$ cat config.mk
export PLATFORM = sky130hd
export DESIGN_NAME = instr_sequencer_flat
export DESIGN_NICKNAME = d
export VERILOG_FILES = /design/src/rtl/instr_sequencer_if.sv /design/src/rtl/instr_sequencer.sv /design/src/flat_wrapper.sv
export SDC_FILE = /design/constraint.sdc
export NUM_CORES = 1
export LEC_CHECK = 0
export BUFFER_PORTS_ARGS = -buffer_cell sky130_fd_sc_hd__buf_2
export CORE_ASPECT_RATIO = 0.8
export CORE_MARGIN = 2
export CORE_UTILIZATION = 48
export CTS_BUF_LIST = sky130_fd_sc_hd__clkbuf_8 sky130_fd_sc_hd__clkbuf_16
export DETAILED_ROUTE_END_ITERATION = 16
export PLACE_DENSITY_LB_ADDON = 0.12
export SLEW_MARGIN = 30
export SYNTH_ARGS = -nofsm -noshare
export SYNTH_HDL_FRONTEND = slang
export SYNTH_SLANG_ARGS = --single-unit
$ cat constraint.sdc
create_clock -name clk -period 1.5 [get_ports clk]
set_input_delay 0.075 -clock clk [delete_from_list [all_inputs] [get_ports clk]]
set_output_delay 0.075 -clock clk [all_outputs]
set_load 0.01 [all_outputs]
$ cat src/rtl/instr_sequencer_if.sv
// Instruction-memory read port and control-unit issue handshake of the sequencer.
// master = sequencer side, slave = memory / control-unit side.
interface instr_sequencer_if #(
    parameter int INSTR_WIDTH = 20,
    parameter int ADDR_BITS   = 5
);
    logic [ADDR_BITS-1:0]   imem_addr;
    logic                   imem_re;
    logic [INSTR_WIDTH-1:0] imem_data;
    logic [INSTR_WIDTH-1:0] instr;
    logic                   instr_valid;
    logic                   cu_ready;

    modport master (
        output imem_addr, imem_re, instr, instr_valid,
        input  imem_data, cu_ready
    );

    modport slave (
        input  imem_addr, imem_re, instr, instr_valid,
        output imem_data, cu_ready
    );
endinterface

$ cat src/rtl/instr_sequencer.sv
// Fetch/issue sequencer: reads one word per instruction, holds it for the CU until accepted, stops on a halt word.
// Optional macro SEQ_SINGLE_STEP_EN adds a step input and a STEP state that pauses after every non-halt instruction.
module instr_sequencer #(
    parameter int INSTR_WIDTH = 20,
    parameter int ADDR_BITS   = 5,
    parameter int CNT_WIDTH   = 8
) (
    input  logic                 clk,
    input  logic                 rst,
    input  logic                 start,
`ifdef SEQ_SINGLE_STEP_EN
    input  logic                 step,
`endif
    instr_sequencer_if.master    bus,
    output logic [ADDR_BITS-1:0] pc,
    output logic                 halted,
    output logic [CNT_WIDTH-1:0] retired
);

    typedef enum logic [2:0] {
        IDLE   = 3'd0,
        FETCH  = 3'd1,
        WAIT   = 3'd2,
        ISSUE  = 3'd3,
        HALTED = 3'd4
`ifdef SEQ_SINGLE_STEP_EN
        , STEP = 3'd5
`endif
    } state_t;

    localparam logic [ADDR_BITS-1:0]   PC_ZERO    = {ADDR_BITS{1'b0}};
    localparam logic [ADDR_BITS-1:0]   PC_ONE     = {{(ADDR_BITS-1){1'b0}}, 1'b1};
    localparam logic [CNT_WIDTH-1:0]   CNT_ZERO   = {CNT_WIDTH{1'b0}};
    localparam logic [CNT_WIDTH-1:0]   CNT_ONE    = {{(CNT_WIDTH-1){1'b0}}, 1'b1};
    localparam logic [CNT_WIDTH-1:0]   CNT_MAX    = {CNT_WIDTH{1'b1}};
    localparam logic [INSTR_WIDTH-1:0] INSTR_ZERO = {INSTR_WIDTH{1'b0}};

    // A word whose two top opcode bits are zero terminates the program.
    function automatic logic is_halt(input logic [INSTR_WIDTH-1:0] word);
        return (word[INSTR_WIDTH-1 -: 2] == 2'b00);
    endfunction

    function automatic logic [CNT_WIDTH-1:0] sat_inc(input logic [CNT_WIDTH-1:0] cnt);
        return (cnt == CNT_MAX) ? CNT_MAX : (cnt + CNT_ONE);
    endfunction

    state_t                 state_r, state_nxt_s;
    logic [ADDR_BITS-1:0]   pc_r, pc_nxt_s;
    logic [ADDR_BITS-1:0]   imem_addr_r, imem_addr_nxt_s;
    logic                   imem_re_r, imem_re_nxt_s;
    logic [INSTR_WIDTH-1:0] instr_r, instr_nxt_s;
    logic                   instr_valid_r, instr_valid_nxt_s;
    logic                   halted_r, halted_nxt_s;
    logic [CNT_WIDTH-1:0]   retired_r, retired_nxt_s;

    // State and output registers; every output is driven straight from a flop.
    always_ff @(posedge clk or negedge rst) begin
        if (!rst) begin
            state_r       <= IDLE;
            pc_r          <= PC_ZERO;
            imem_addr_r   <= PC_ZERO;
            imem_re_r     <= 1'b0;
            instr_r       <= INSTR_ZERO;
            instr_valid_r <= 1'b0;
            halted_r      <= 1'b0;
            retired_r     <= CNT_ZERO;
        end else begin
            state_r       <= state_nxt_s;
            pc_r          <= pc_nxt_s;
            imem_addr_r   <= imem_addr_nxt_s;
            imem_re_r     <= imem_re_nxt_s;
            instr_r       <= instr_nxt_s;
            instr_valid_r <= instr_valid_nxt_s;
            halted_r      <= halted_nxt_s;
            retired_r     <= retired_nxt_s;
        end
    end

    // Next-state decode.
    always_comb begin
        state_nxt_s = state_r;
        case (state_r)
            IDLE, HALTED: begin
                if (start) state_nxt_s = FETCH;
                else       state_nxt_s = state_r;
            end
            FETCH: state_nxt_s = WAIT;
            WAIT:  state_nxt_s = ISSUE;
            ISSUE: begin
                if (!bus.cu_ready)         state_nxt_s = ISSUE;
                else if (is_halt(instr_r)) state_nxt_s = HALTED;
`ifdef SEQ_SINGLE_STEP_EN
                else                       state_nxt_s = STEP;
`else
                else                       state_nxt_s = FETCH;
`endif
            end
`ifdef SEQ_SINGLE_STEP_EN
            STEP: begin
                if (step) state_nxt_s = FETCH;
                else      state_nxt_s = STEP;
            end
`endif
            default: state_nxt_s = IDLE;
        endcase
    end

    // Output decode: the values the output flops load at the coming edge, so the
    // read strobe is already up during the FETCH cycle itself.
    always_comb begin
        pc_nxt_s          = pc_r;
        imem_addr_nxt_s   = imem_addr_r;
        imem_re_nxt_s     = 1'b0;
        instr_nxt_s       = instr_r;
        instr_valid_nxt_s = 1'b0;
        halted_nxt_s      = halted_r;
        retired_nxt_s     = retired_r;
        case (state_r)
            IDLE, HALTED: begin
                if (start) begin
                    pc_nxt_s        = PC_ZERO;
                    imem_addr_nxt_s = PC_ZERO;
                    imem_re_nxt_s   = 1'b1;
                    halted_nxt_s    = 1'b0;
                    retired_nxt_s   = CNT_ZERO;
                end else begin
                    imem_re_nxt_s   = 1'b0;
                end
            end
            FETCH: imem_re_nxt_s = 1'b0;
            WAIT: begin
                instr_nxt_s       = bus.imem_data;
                instr_valid_nxt_s = 1'b1;
            end
            ISSUE: begin
                if (bus.cu_ready) begin
                    retired_nxt_s = sat_inc(retired_r);
                    if (is_halt(instr_r)) begin
                        halted_nxt_s = 1'b1;
                    end else begin
                        pc_nxt_s = pc_r + PC_ONE;
`ifndef SEQ_SINGLE_STEP_EN
                        imem_addr_nxt_s = pc_r + PC_ONE;
                        imem_re_nxt_s   = 1'b1;
`endif
                    end
                end else begin
                    instr_valid_nxt_s = 1'b1;
                end
            end
`ifdef SEQ_SINGLE_STEP_EN
            STEP: begin
                if (step) begin
                    imem_addr_nxt_s = pc_r;
                    imem_re_nxt_s   = 1'b1;
                end else begin
                    imem_re_nxt_s   = 1'b0;
                end
            end
`endif
            default: imem_re_nxt_s = 1'b0;
        endcase
    end

    assign bus.imem_addr   = imem_addr_r;
    assign bus.imem_re     = imem_re_r;
    assign bus.instr       = instr_r;
    assign bus.instr_valid = instr_valid_r;
    assign pc              = pc_r;
    assign halted          = halted_r;
    assign retired         = retired_r;

endmodule

$ cat src/flat_wrapper.sv
// flat-port wrapper written by rule: the top's interface ports become plain ports
module instr_sequencer_flat 
#(
    parameter int INSTR_WIDTH = 20,
    parameter int ADDR_BITS   = 5,
    parameter int CNT_WIDTH   = 8
)
  (clk, rst, start, pc, halted, retired, bus_imem_addr, bus_imem_re, bus_instr, bus_instr_valid, bus_imem_data, bus_cu_ready);
  instr_sequencer_if #(.INSTR_WIDTH(INSTR_WIDTH), .ADDR_BITS(ADDR_BITS)) bus_i ();
  input  logic clk;
  input  logic rst;
  input  logic start;
  output logic [ADDR_BITS-1:0] pc;
  output logic halted;
  output logic [CNT_WIDTH-1:0] retired;
  output wire logic [$bits(bus_i.imem_addr)-1:0] bus_imem_addr;
  output wire logic [$bits(bus_i.imem_re)-1:0] bus_imem_re;
  output wire logic [$bits(bus_i.instr)-1:0] bus_instr;
  output wire logic [$bits(bus_i.instr_valid)-1:0] bus_instr_valid;
  input wire logic [$bits(bus_i.imem_data)-1:0] bus_imem_data;
  input wire logic [$bits(bus_i.cu_ready)-1:0] bus_cu_ready;
  assign bus_imem_addr = bus_i.imem_addr;
  assign bus_imem_re = bus_i.imem_re;
  assign bus_instr = bus_i.instr;
  assign bus_instr_valid = bus_i.instr_valid;
  assign bus_i.imem_data = bus_imem_data;
  assign bus_i.cu_ready = bus_cu_ready;
  instr_sequencer #(.INSTR_WIDTH(INSTR_WIDTH), .ADDR_BITS(ADDR_BITS), .CNT_WIDTH(CNT_WIDTH)) u_core (.clk(clk), .rst(rst), .start(start), .bus(bus_i), .pc(pc), .halted(halted), .retired(retired));
endmodule
Word-level counts from Yosys, hierarchy flattened --
Index checks and enable logic that the tools add are counted.
Word-level totals: memories kept 0, memory bits (read-only) 0, register bits after elaboration 39, output and inout bits 41, bits of input ports 24, bits in latches 0, logic and storage cells 47, memory bits (writable) 0
Cells by class: add/sub/neg operators 2, bitwise operators 0, order comparisons 0, mux-type cells 22, multipliers 0, shifts and indexed selects 0, div/mod/pow operators 0, equal/unequal tests 9, reduce and logical (&&, ||, !) cells 7
Operator list (number):
- 2-to-1 mux 8 bit | 3
- case mux 8 bit (2 select lines) | 1
- 2-to-1 mux 5 bit | 3
- case mux 3 bit (4 select lines) | 1
- case mux 5 bit (2 select lines) | 1
- 2-to-1 mux 3 bit | 3
- adder 8 x 1 -> 8 bit, second input constant | 1
- == test 8 bit, second input constant | 1
- AND reduction 4 bit | 2
- 2-to-1 mux 1 bit | 7
- == test 3 x 2 -> 1 bit, second input constant | 2
- != test 2 bit, second input constant | 3
- case mux 1 bit (2 select lines) | 3
- adder 5 x 1 -> 5 bit, second input constant | 1
- == test 3 x 1 -> 1 bit, second input constant | 1
- == test 3 bit, second input constant | 1
- logical NOT 3 bit | 1
- AND reduction 3 bit | 1
- logical NOT 2 bit | 1
- != test 2 x 1 -> 1 bit, second input constant | 1
- nonzero test 2 bit | 1
- OR reduction 2 bit | 1

Logic depth before layout (Yosys ltp) --
Gate-level depths: netlist of the first run.
depth after elaboration 4, mapped depth 6, gate-level depth less buffers 5

Worst setup path before layout of the first run --
No wires, ideal clock.
kind reg-to-reg, start point register u_core.retired_r[0], in the netlist u_core.retired[0], end point register u_core.retired_r[2], in the netlist u_core.retired[2], required time 1.401 ns, period minus slack after synthesis 1.409 ns, slack 0.091 ns, setup time 0.099 ns, path buffers 0, cell stages (with the launch flop) 6, arrival time 1.310 ns, cells stage by stage dfrtp_1 > ha_1 > nand3_1 > nor2_1 > nor2_1 > a311oi_1
On the way: word-level cells in the longest chain between the ends 4, elaborated cells on any way between the ends 5, classes of those cells add/sub: 1; eq/ne: 1; mux: 3
Ends and longest elaborated chain:
- from (decl) | line instr_sequencer.sv:54 | logic [CNT_WIDTH-1:0] retired_r, retired_nxt_s;
- from (signal assigned) | line instr_sequencer.sv:75 | retired_r <= retired_nxt_s;
- adder 8 x 1 -> 8 bit or == test 8 bit (tied branches) | line instr_sequencer.sv:44 | return (cnt == CNT_MAX) ? CNT_MAX : (cnt + CNT_ONE);
- 2-to-1 mux 8 bit (*) | line instr_sequencer.sv:44
- 2-to-1 mux 8 bit (*) | line instr_sequencer.sv:136 | if (bus.cu_ready) begin
- case mux 8 bit (2 select lines) (*) | line instr_sequencer.sv:118 | case (state_r)
Mark *: on every way between the ends. The rest lies on a longest branch, timed or not. The select of a mux whose other input is x is not followed. A chain may end at the register's enable or synchronous reset.

Final worst setup path of the first run --
start point register u_core.state_r[2], end point register u_core.retired_r[4], in the netlist u_core.retired[4]
On the way: word-level cells in the longest chain between the ends 4, elaborated cells on any way between the ends 9, classes of those cells eq/ne: 4; mux: 1; reduce/logical: 4
Ends and longest elaborated chain:
- from (decl) | line instr_sequencer.sv:47 | state_t state_r, state_nxt_s;
- from (signal assigned) | line instr_sequencer.sv:68 | state_r <= state_nxt_s;
- == test 3 bit or logical NOT 3 bit (tied branches) | line instr_sequencer.sv:118
- OR reduction 2 bit | line instr_sequencer.sv:118
- != test 2 bit (no line) or nonzero test 2 bit (tied branches)
- AND reduction 3 bit (no line)
Parallel ways exist; a longest one is shown, timed or not.

==> results of run 1 <==
[worst max-delay path by stage]
stage | startpoint | depth (start not counted) | slack, ns | to
floorplan | u_core.retired[0] | 5 | 0.09 | u_core.retired[2]
global placement | u_core.state_r[2] | 4 | 0.09 | u_core.retired[3]
detailed placement | u_core.state_r[2] | 4 | 0.03 | u_core.retired[4]
CTS | u_core.state_r[2] | 4 | 0.02 | u_core.retired[4]
global route | u_core.retired[2] | 4 | 0.002 | u_core.retired[7]
finish | u_core.state_r[2] | 4 | 0.08 | u_core.retired[4]
[cell usage after synthesis, types with 2 or more instances]
library cell / number / area (um2)
a21oi_1: 7 / 35.0
o21ai_0: 6 / 30.0
a31oi_1: 2 / 12.5
nor3_1: 8 / 40.0
nor2_1: 10 / 37.5
buf_4: 5 / 37.5
ha_1: 2 / 25.0
nand3_1: 6 / 30.0
buf_2: 3 / 15.0
inv_1: 4 / 15.0
mux2_2: 20 / 225
dfrtp_1: 39 / 976
buf_6: 2 / 22.5
nand2_1: 10 / 37.5
o21ai_1: 2 / 10.0
[timing repair]
action,in CTS,in global routing
gates resized for setup,0,6
endpoints found under the hold margin,39,0
buffers inserted,0,1
hold buffers,1,0
setup endpoints to repair,0,28
[sequential cells by signal, summed over array words and instances, names as in the netlist]
signal / cells
u_core.retired: 8
u_core.bus.imem_re: 1
u_core.halted: 1
u_core.state_r: 3
u_core.bus.instr_valid: 1
u_core.bus.instr: 20
u_core.pc: 5
[routing by layer]
| layer | part of all wire [%] | vias up |
|---|---|---|
| li1 | - | 662 |
| met1 | 43 | 656 |
| met2 | 49 | 49 |
| met3 | 7.0 | 4 |
| met4 | 0.76 | 0 |
| met5 | 0 | - |
[critical path, delay by kind of cell, from the launching register on]
family | cells | cell delay [ns]
DFF | 1 | 0.43
and+or+nand+nor | 4 | 0.87
[cell families after synthesis]
| family | synth area share [%] |
|---|---|
| xor gates and xnor gates | 1.02 |
| adders and majority gates | 1.46 |
| buffers and inverters | 5.25 |
| DFF | 56.9 |
| and+or+nand+nor | 12.5 |
| AOI/OAI and AO/OA | 9.77 |
| muxes | 13.1 |
[stage by stage]
stage	setup slack [ns]	hold WS [ns]	cells
global route	0.00168	0.0143	256
finish	0.0775	0.0251	256
CTS	0.0229	0.0143	255
global placement	0.0928	0.147	248
floorplan	0.0907	-0.221	145
detailed placement	0.0296	0.154	248
[final cells by class]
cell class	instances	area [um2]	area share (%)
repair buffers	73	403	18.5
clock inverters	1	3.75	0.172
well taps	42	52.6	2.41
flip-flops and latches	39	976	44.8
multi-input cells	92	661	30.3
inverters	4	15.0	0.689
clock buffers	5	68.8	3.16
[placed cells by master (no fill, tap or decap), types with 6 or more instances in the layout]
cell / instances
a21oi_1: 7
buf_2: 64
buf_4: 7
nand2_1: 9
nor3_1: 8
nor2_1: 7
nand3_1: 6
mux2_2: 20
dfrtp_1: 39
[power breakdown]
group	switching (mW)	internal (mW)
sequential	0.330	1.50
combinational	0.965	0.990
clock	0.314	0.303
==> qor_table.md, run 1 <==
| Parameter | Reported |
| --- | --- |
| Final cell utilization of the core | 63.7% |
| Hold EP | u_core.bus.instr[11] |
| Number of sinks handled by clock tree synthesis | 39 |
| Final global-route overflow total | 0 |
| Critical-path cell list | and4b_2 -> nand2_1 -> nor4b_1 -> nor3_1 |
| Total global routing track utilization | 19.4% |
| Part of the Yosys area used for sequential elements | 56.9% |
| Startpoint Class | flip-flop |
| Critical path data required time | 1.66 ns |
| Detail Placement HPWL | 2620 um |
| Floorplan die width | 70.8 um |
| Final setup TNS | 0 ns |
| Critical path fanouts, max | 8 |
| Launch instance of the worst register-to-register path | u_core.state_r[2] |
| CTS clk-pin slew, worst paths | 0.07 ns |
| Endpoint of the worst-slack reg-to-reg timing path | u_core.retired[4] |
| Data arrival time of the critical path | 1.58 ns |
| Static Leakage | 1.05 nW |
| TritonCTS Buffers | 5 |
| Wirelength, routed | 3570 um |
| Final-stage net count | 241 |
| Max capacitance violation total | 0 |
| Antenna viol nets, final | 0 |
| Register bit count reported by yosys | 39 |
| Total placed instance area | 2080 um2 |
| Detailed router's first-iteration violation count | 49 |
| Result of the run | complete, no violations |
| Vertical die dimension | 57.5 um |
| Via density per instance | 5.36 |
| R2R cell count | 4 |
| Number of fill cells in the layout | 307 |
| Worst skew pair latency | 0.28 ns |
| Worst min path class | in -> reg |
| Count of endpoints failing hold in the final timing report | 0 |
| Post-Synthesis Cells | 145 |
| Share of flip-flops with an asynchronous set or reset after synthesis | 100% |
| Fraction of met2 tracks used by global routing | 32.4% |
| Final Wtd Congestion | 0.798 |
| Synthesized netlist net count | 171 |
| Antenna diode count | 0 |
| Slowest CP cell | dfrtp_1 |
| Number of flops mapped to enable cells by yosys | 0 |
| Maximum resistive drop on vdd | 0.00117 V |
| Total via count after detailed routing | 1371 |
| Category of the critical setup timing path | reg -> reg |
| First-pass GRT wire length | 6100 um |
| Crit share post-route | 94.8% |
| Area Growth Syn to Fin | 27.1% |
| Effective utilization at floorplan | 50.1% |
| Core Box Area | 3420 um2 |
| Top flip-flop cell by instance count after synthesis | dfrtp_1 |
| Average size of a mapped cell | 11.8 um2 |
| Largest net degree at the start of global routing | 40 |
| Synth unique cells | 34 |
| Detailed-routing iteration count for the pre-antenna-repair pass | 4 |
| CTS tree | yes |
| Finished layout cell area | 2180 um2 |
| Total chip power | 4.40 mW |
| Number of global-route vias before repair | 1301 |
| Total standard cell area after synthesis | 1720 um2 |
| PwrDens | 2020 nW/um2 |
| Antenna violations before repair | 0 |
| Number of standard-cell rows in the floorplan | 19 |
| Clock period minus final worst setup slack | 1.42 ns |
| Highest achievable clock rate | 0.703 GHz |
| Endpoint kind of the worst setup timing path | flip-flop |
| Endpoints failing setup | 0 |
| Count of input and output buffers | 64 |
| Number of levels in the clock H-tree | 2 |
| Worst reg2reg setup slack | 0.08 ns |
| Residual DRC | 0 |
| Grt met3 use | 5.65% |
| Slew headroom | 68.3% |
| Transition time at the pin with the least slew margin | 0.475 ns |
| Fraction of layout instances using a drive strength above 1 | 48.6% |
| Top-level port count | 65 |
| Wire length per cell | 14.0 um |
| Number of max-slew violations in the final report | 0 |
| Met1 track utilization from global routing | 24.5% |
| Layer with the highest usage after global routing | met2 |
| Slowest stage delay, CP | 0.43 ns |
| Hold path startpoint | bus_imem_data[11] |
| Maximum count of clock buffers along a single path | 2 |
| Ys Warns | 0 |
| Max Clock Skew | 0.00322 ns |
| Overall die area | 4070 um2 |
| Hold Path Stages | 2 |
| CTS root buf | clkbuf_8 |
| Setup repair after global routing missed its margin | false |
No activity file was read; power rests on OpenSTA's default activity.
==> run 2, diff against run 1 <==
==> constraint.sdc (replaced) <==
create_clock -name clk -period 1.6 [get_ports clk]
set_input_delay 0.08 -clock clk [delete_from_list [all_inputs] [get_ports clk]]
set_output_delay 0.08 -clock clk [all_outputs]
set_load 0.01 [all_outputs]
==> run 2 against run 1 <==
Count of clock-buffer cells in the layout stayed put. Hold slack improved by 0.0025 ns. Wire length down 0.95%. Non-clock buffer count unchanged. Sequential share of layout area about the same. Critical path depth did not move. Register-to-register slack better by 0.08 ns. Global-route usage is 0.75 points lower. Highest routed layer unchanged.
==> qor_table.md, run 2 (same netlist as run 1, synthesis figures left out) <==
| Parameter | Reported | vs previous |
| --- | --- | --- |
| Total internal power | 2.60 mW | -6.9% |
| Max capacitance violation total | 0 | unchanged |
| Number of levels in the clock H-tree | 2 | unchanged |
| Detail Placement HPWL | 2600 um | -0.65% |
| Final setup TNS | 0 ns | unchanged |
| Hold path startpoint | bus_imem_data[19] |  |
| Final-stage net count | 241 | unchanged |
| Area Growth Syn to Fin | 27.0% | about the same |
| Via density per instance | 5.39 | +0.67% |
| Detailed router's first-iteration violation count | 63 | +29% |
| Floorplan die width | 70.8 um | unchanged |
| Switching power of the nets | 1.49 mW | -7.1% |
| Core Box Area | 3420 um2 | unchanged |
| Maximum count of clock buffers along a single path | 2 | unchanged |
| Largest net degree at the start of global routing | 40 | unchanged |
| Number of sinks handled by clock tree synthesis | 39 | unchanged |
| DP Cell Count | 248 | unchanged |
| Antenna violations before repair | 0 | unchanged |
| Critical path data required time | 1.76 ns | +0.10 ns |
| Count of input and output buffers | 64 | unchanged |
| Startpoint Class | flip-flop |  |
| Worst skew pair latency | 0.28 ns | about the same |
| Clock Power Share | 14.8% | +0.8 points |
| TritonCTS Buffers | 5 | unchanged |
| Number of global-route vias before repair | 1305 | +0.31% |
| Switch share | 36.5% | -0.059 points |
| First-pass GRT wire length | 5910 um | -3.0% |
| Vertical die dimension | 57.5 um | unchanged |
| Launch instance of the worst register-to-register path | u_core.state_r[2] |  |
| Static Leakage | 1.06 nW | +0.95% |
| Hold Path Stages | 2 | unchanged |
| Endpoint of the worst-slack reg-to-reg timing path | u_core.bus.instr[12] |  |
| Top-level port count | 65 | unchanged |
| Antenna diode count | 0 | unchanged |
| Hold EP | u_core.bus.instr[19] |  |
| Highest achievable clock rate | 0.695 GHz | -1.1% |
| Number of max-slew violations in the final report | 0 | unchanged |
| Final Wtd Congestion | 0.811 | +1.6% |
| Maximum resistive drop on vdd | 0.00104 V | -11% |
| Effective utilization at floorplan | 50.1% | unchanged |
| Detailed-routing iteration count for the pre-antenna-repair pass | 4 | unchanged |
| Max FFs per register | 20 | unchanged |
| Worst min path class | in -> reg |  |
| Fraction of layout instances using a drive strength above 1 | 46.8% | -1.8 points |
| Total via count after detailed routing | 1391 | +1.5% |
| Power share of the combinational group | 43.2% | -1.2 points |
| Number of standard-cell rows in the floorplan | 19 | unchanged |
| Slew headroom | 68.4% | about the same |
| Wirelength, routed | 3540 um | -0.95% |
| Result of the run | complete, no violations |  |
| Crit share post-route | 89.9% | -4.9 points |
| CTS root buf | clkbuf_8 |  |
| Number of standard cells in the final layout excluding fillers | 258 | +0.78% |
| PwrDens | 1880 nW/um2 | -6.9% |
| Overall die area | 4070 um2 | unchanged |
| Count of endpoints failing hold in the final timing report | 0 | unchanged |
| Power share of the sequential group | 42.0% | +0.5 points |
| Number of fill cells in the layout | 314 | +2.3% |
| Endpoints failing setup | 0 | unchanged |
| Most frequent standard cell in the layout excluding fill and tap cells | buf_2 |  |
| Critical path fanouts, max | 10 | +2 |
| R2R cell count | 4 | unchanged |
| Commonest cells after routing, fill and taps aside | 64 x buf_2, 39 x dfrtp_1, 20 x mux2_2, 10 x nor2_1, 10 x nand2_1 |  |
| CTS tree | yes |  |
| Worst reg2reg setup slack | 0.16 ns | +0.08 ns |
| Data arrival time of the critical path | 1.59 ns | about the same |
| Clock period minus final worst setup slack | 1.44 ns | +0.0157 ns |
| Max Clock Skew | 0.0112 ns | +0.00799 ns |
| Endpoint kind of the worst setup timing path | flip-flop |  |
| Category of the critical setup timing path | reg -> reg |  |
| Wire length per cell | 13.7 um | -1.7% |
| Final global-route overflow total | 0 | unchanged |
| Setup repair after global routing missed its margin | false |  |
| CTS clk-pin slew, worst paths | 0.08 ns | about the same |
| Residual DRC | 0 | unchanged |
| Transition time at the pin with the least slew margin | 0.474 ns | -0.00102 ns |
| Antenna viol nets, final | 0 | unchanged |
| Total global routing track utilization | 18.7% | -0.75 points |
## run 2: per-layer routing
| layer | share of wire (%) | GRT usage, % | routed length (um) | up-vias |
|---|---|---|---|---|
| met1 | 42 | 22.7 | 1490 | 682 |
| li1 | - | - | - | 658 |
| met4 | 0.45 | 6.47 | 16 | 0 |
| met5 | 0 | 0 | 0 | - |
| met2 | 50 | 32.6 | 1780 | 49 |
| met3 | 7.1 | 4.77 | 252 | 2 |
## run 2: worst max-delay path by stage
stage | from | endpoint | slack (ns)
floorplan | u_core.retired[0] | u_core.retired[2] | 0.19
global placement | u_core.state_r[2] | u_core.pc[4] | 0.18
detailed placement | u_core.state_r[2] | u_core.pc[4] | 0.12
CTS | u_core.state_r[2] | u_core.pc[4] | 0.08
global route | u_core.state_r[2] | u_core.bus.instr[17] | 0.03
finish | u_core.state_r[2] | u_core.bus.instr[12] | 0.16
## run 2: worst max-delay path: stages (launching register included)
cell      delay, ns
dfrtp_1        0.43
nand2b_1       0.19
nor2_1         0.14
buf_4          0.20
mux2_2         0.35
## run 2: power groups by stage
stage	Combinational [mW]	Sequential, mW	Clock [mW]
after floorplan	0.972	1.87	0
after global placement	1.71	1.71	0
final	1.77	1.72	0.607
after global routing	1.95	1.78	0.677
after detailed placement	1.74	1.74	0
after CTS	1.75	1.73	0.631
## run 2: final cells by class
cell class,instances,area [um2],area share (%)
Clock buffer,5,68.8,3.16
Clock inverter,3,12.5,0.574
Inverter,4,15.0,0.689
Multi-Input combinational cell,92,651,29.9
Sequential cell,39,976,44.8
Tap cell,42,52.6,2.41
Timing Repair Buffer,73,403,18.5
## run 2: stage by stage
stage               hold slack [ns]  instance area, um2  power (mW)  util (%)  worst slack (ns)
floorplan                    -0.216                1720        2.85         -             0.191
global placement              0.152                2070        3.42      60.3             0.177
detailed placement            0.161                2070        3.49      60.3             0.125
CTS                          0.0217                2160        4.11      63.0            0.0817
global route                 0.0172                2180        4.41      63.6            0.0300
finish                       0.0276                2180        4.09      63.6             0.162
## run 2: timing repair
item / CTS / global route
resized for setup: 0 / 1
buffers inserted: 0 / 1
hold endpoints to repair: 39 / 0
endpoints found under the setup margin: 0 / 1
hold buffers: 1 / 0
==> run 3, diff against run 2 <==
--- a/config.mk
+++ b/config.mk
@@ -8,7 +8,7 @@
 export BUFFER_PORTS_ARGS = -buffer_cell sky130_fd_sc_hd__buf_2
 export CORE_ASPECT_RATIO = 0.8
 export CORE_MARGIN = 2
-export CORE_UTILIZATION = 48
+export CORE_UTILIZATION = 52
 export CTS_BUF_LIST = sky130_fd_sc_hd__clkbuf_8 sky130_fd_sc_hd__clkbuf_16
 export DETAILED_ROUTE_END_ITERATION = 16
 export PLACE_DENSITY_LB_ADDON = 0.12
==> constraint.sdc (replaced) <==
create_clock -name clk -period 1.7 [get_ports clk]
set_input_delay 0.085 -clock clk [delete_from_list [all_inputs] [get_ports clk]]
set_output_delay 0.085 -clock clk [all_outputs]
set_load 0.01 [all_outputs]
==> run 3 against run 2 <==
Flip-flop and latch count unchanged. Register-to-register slack about the same. Non-clock buffer count decreased by 4. Cell area increased by 0.46%. Die area decreased by 7.2%. Count of clock-buffer cells in the layout unchanged. Worst setup slack improved by 0.0059 ns. Final cell count decreased by 2.3%. Critical path type unchanged. Sequential share of layout area decreased by 0.20 points.
==> qor_table.md, run 3 (same netlist as run 1, synthesis figures left out) <==
| Parameter | Reported | vs previous |
| --- | --- | --- |
| Max capacitance violation total | 0 | unchanged |
| Worst skew pair latency | 0.28 ns | about the same |
| Crit share post-route | 90.1% | +0.25 points |
| Worst reg2reg setup slack | 0.17 ns | about the same |
| Antenna violations before repair | 0 | unchanged |
| Largest net degree at the start of global routing | 40 | unchanged |
| Maximum resistive drop on vdd | 0.00120 V | +15% |
| TritonCTS Buffers | 5 | unchanged |
| Total via count after detailed routing | 1388 | -0.22% |
| Detailed router's first-iteration violation count | 58 | -7.9% |
| Hold Path Stages | 2 | unchanged |
| Final-stage net count | 237 | -1.7% |
| Final global-route overflow total | 0 | unchanged |
| Detailed-routing iteration count for the pre-antenna-repair pass | 4 | unchanged |
| Smallest setup slack after layout | 0.168 ns | +0.00589 ns |
| Startpoint Class | flip-flop |  |
| Number of standard cells in the final layout excluding fillers | 252 | -2.3% |
| Hold path startpoint | bus_imem_data[13] |  |
| Highest achievable clock rate | 0.653 GHz | -6.1% |
| Residual DRC | 0 | unchanged |
| Count of endpoints failing hold in the final timing report | 0 | unchanged |
| PwrDens | 1880 nW/um2 | +0.31% |
| Antenna viol nets, final | 0 | unchanged |
| Power share of the combinational group | 38.2% | -5.0 points |
| Effective utilization at floorplan | 55.2% | +5.1 points |
| Count of input and output buffers | 64 | unchanged |
| Hold slack | 0.0269 ns | -0.000687 ns |
| Worst min path class | in -> reg |  |
| First-pass GRT wire length | 6020 um | +1.9% |
| Maximum count of clock buffers along a single path | 2 | unchanged |
| Setup repair after global routing missed its margin | false |  |
| Clock Power Share | 22.0% | +7.2 points |
| Commonest cells after routing, fill and taps aside | 64 x buf_2, 39 x dfrtp_1, 20 x mux2_2, 10 x nor2_1, 10 x nand2_1 |  |
| Total internal power | 2.68 mW | +3.3% |
| Power share of the sequential group | 39.8% | -2.2 points |
| Most frequent standard cell in the layout excluding fill and tap cells | buf_2 |  |
| Max FFs per register | 20 | unchanged |
| Endpoints failing setup | 0 | unchanged |
| Via density per instance | 5.51 | +2.2% |
| Fraction of layout instances using a drive strength above 1 | 46.7% | -0.061 points |
| R2R cell count | 4 | unchanged |
| Final cell utilization of the core | 70.4% | +6.8 points |
| Number of standard-cell rows in the floorplan | 18 | -1 |
| Endpoint of the worst-slack reg-to-reg timing path | u_core.retired[4] |  |
| Clock period minus final worst setup slack | 1.53 ns | +0.0941 ns |
| Area Growth Syn to Fin | 27.6% |  |
| Overall die area | 3780 um2 | -7.2% |
| Final setup TNS | 0 ns | unchanged |
| Endpoint kind of the worst setup timing path | flip-flop |  |
| Number of sinks handled by clock tree synthesis | 39 | unchanged |
| CTS clk-pin slew, worst paths | 0.08 ns | about the same |
| Number of max-slew violations in the final report | 0 | unchanged |
| Category of the critical setup timing path | reg -> reg |  |
| Top-level port count | 65 | unchanged |
| Transition time at the pin with the least slew margin | 0.469 ns | -0.00468 ns |
| CTS tree | yes |  |
| Max Clock Skew | 0.00218 ns | -0.00903 ns |
| CTS root buf | clkbuf_8 |  |
| Launch instance of the worst register-to-register path | u_core.state_r[0] |  |
| Core Box Area | 3110 um2 | -9.2% |
| Result of the run | complete, no violations |  |
| Switch share | 34.9% | -1.6 points |
| Pre-CTS worst setup slack | 0.145 ns | +0.0204 ns |
| Static Leakage | 1.05 nW | -0.92% |
| Antenna diode count | 0 | unchanged |
| Number of buffers added for setup after CTS | 0 | unchanged |
| Floorplan die width | 68.2 um | -3.7% |
| Total global routing track utilization | 21.0% | +2.4 points |
| Wire length per cell | 14.1 um | +3.0% |
| Critical path fanouts, max | 12 | +2 |
| Number of global-route vias before repair | 1380 | +5.7% |
| Data arrival time of the critical path | 1.70 ns | +0.11 ns |
| Number of levels in the clock H-tree | 2 | unchanged |
| Final Wtd Congestion | 0.836 | +3.0% |
| Detail Placement HPWL | 2540 um | -2.2% |
| Hold EP | u_core.bus.instr[13] |  |
| Vertical die dimension | 55.4 um | -3.7% |
| Critical path data required time | 1.87 ns | +0.11 ns |
| DP Cell Count | 243 | -2.0% |
| Wirelength, routed | 3560 um | +0.56% |
| Switching power of the nets | 1.44 mW | -3.6% |
| Slew headroom | 68.7% | +0.31 points |
run 3: changes by cell type in the layout (fill, tap and decap cells not counted), sizes merged:
cell	delta
clkinvlp	+1
inv	-2
clkinv	-1
bufinv	+2
buf	-4
run 3: per-layer routing:
layer / wire length, um / track usage (%) / up-vias
li1: - / - / 652
met1: 1530 / 26.9 / 680
met4: 24 / 6.29 / 0
met2: 1740 / 33.3 / 54
met5: 0 / 0 / -
met3: 268 / 7.54 / 2
run 3: final cells by class:
class                      instances  area [um2]
clock buffer                       5        68.8
inverter                           4        15.0
multi-input combinational         92         651
clock inverter                     3        67.6
sequential                        39         976
fill                             257         920
timing repair buffer              69         360
tap                               40        50.0
run 3: worst max path at each step:
| stage | depth (start not counted) | from | slack (ns) | end |
|---|---|---|---|---|
| 6_report | 4 | u_core.state_r[0] | 0.17 | u_core.retired[4] |
| 2_1_floorplan | 5 | u_core.retired[0] | 0.29 | u_core.retired[2] |
| 3_5_place_dp | 4 | u_core.state_r[0] | 0.15 | u_core.pc[4] |
| 3_3_place_gp | 4 | u_core.state_r[0] | 0.20 | u_core.pc[4] |
| 4_1_cts | 4 | u_core.state_r[0] | 0.08 | u_core.retired[4] |
| 5_1_grt | 5 | u_core.retired[0] | 0.08 | u_core.retired[2] |
run 3: critical path: stages, from the launching register on:
cell	delay (ns)
dfrtp_1	0.48
and4b_2	0.42
nand2_1	0.13
nor4b_1	0.30
nor3_1	0.09
run 3: through the flow:
stage / cell area, um2 / power, mW
after global routing: 2190 / 4.43
after CTS: 2190 / 4.16
after detailed placement: 2040 / 3.24
after global placement: 2040 / 3.16
final: 2190 / 4.12
after floorplan: 1720 / 2.68
run 3: power groups by stage:
stage / Combinational (mW) / Sequential, mW / Clock [mW]
floorplan: 0.914 / 1.76 / 0
global placement: 1.54 / 1.62 / 0
detailed placement: 1.59 / 1.65 / 0
CTS: 1.59 / 1.64 / 0.931
global route: 1.76 / 1.71 / 0.969
finish: 1.58 / 1.64 / 0.907
run 3: what timing repair did:
item	4_1_cts	5_1_grt
hold buffers	1	0
setup endpoints to repair	0	4
endpoints found under the hold margin	39	0
resized for setup	0	1
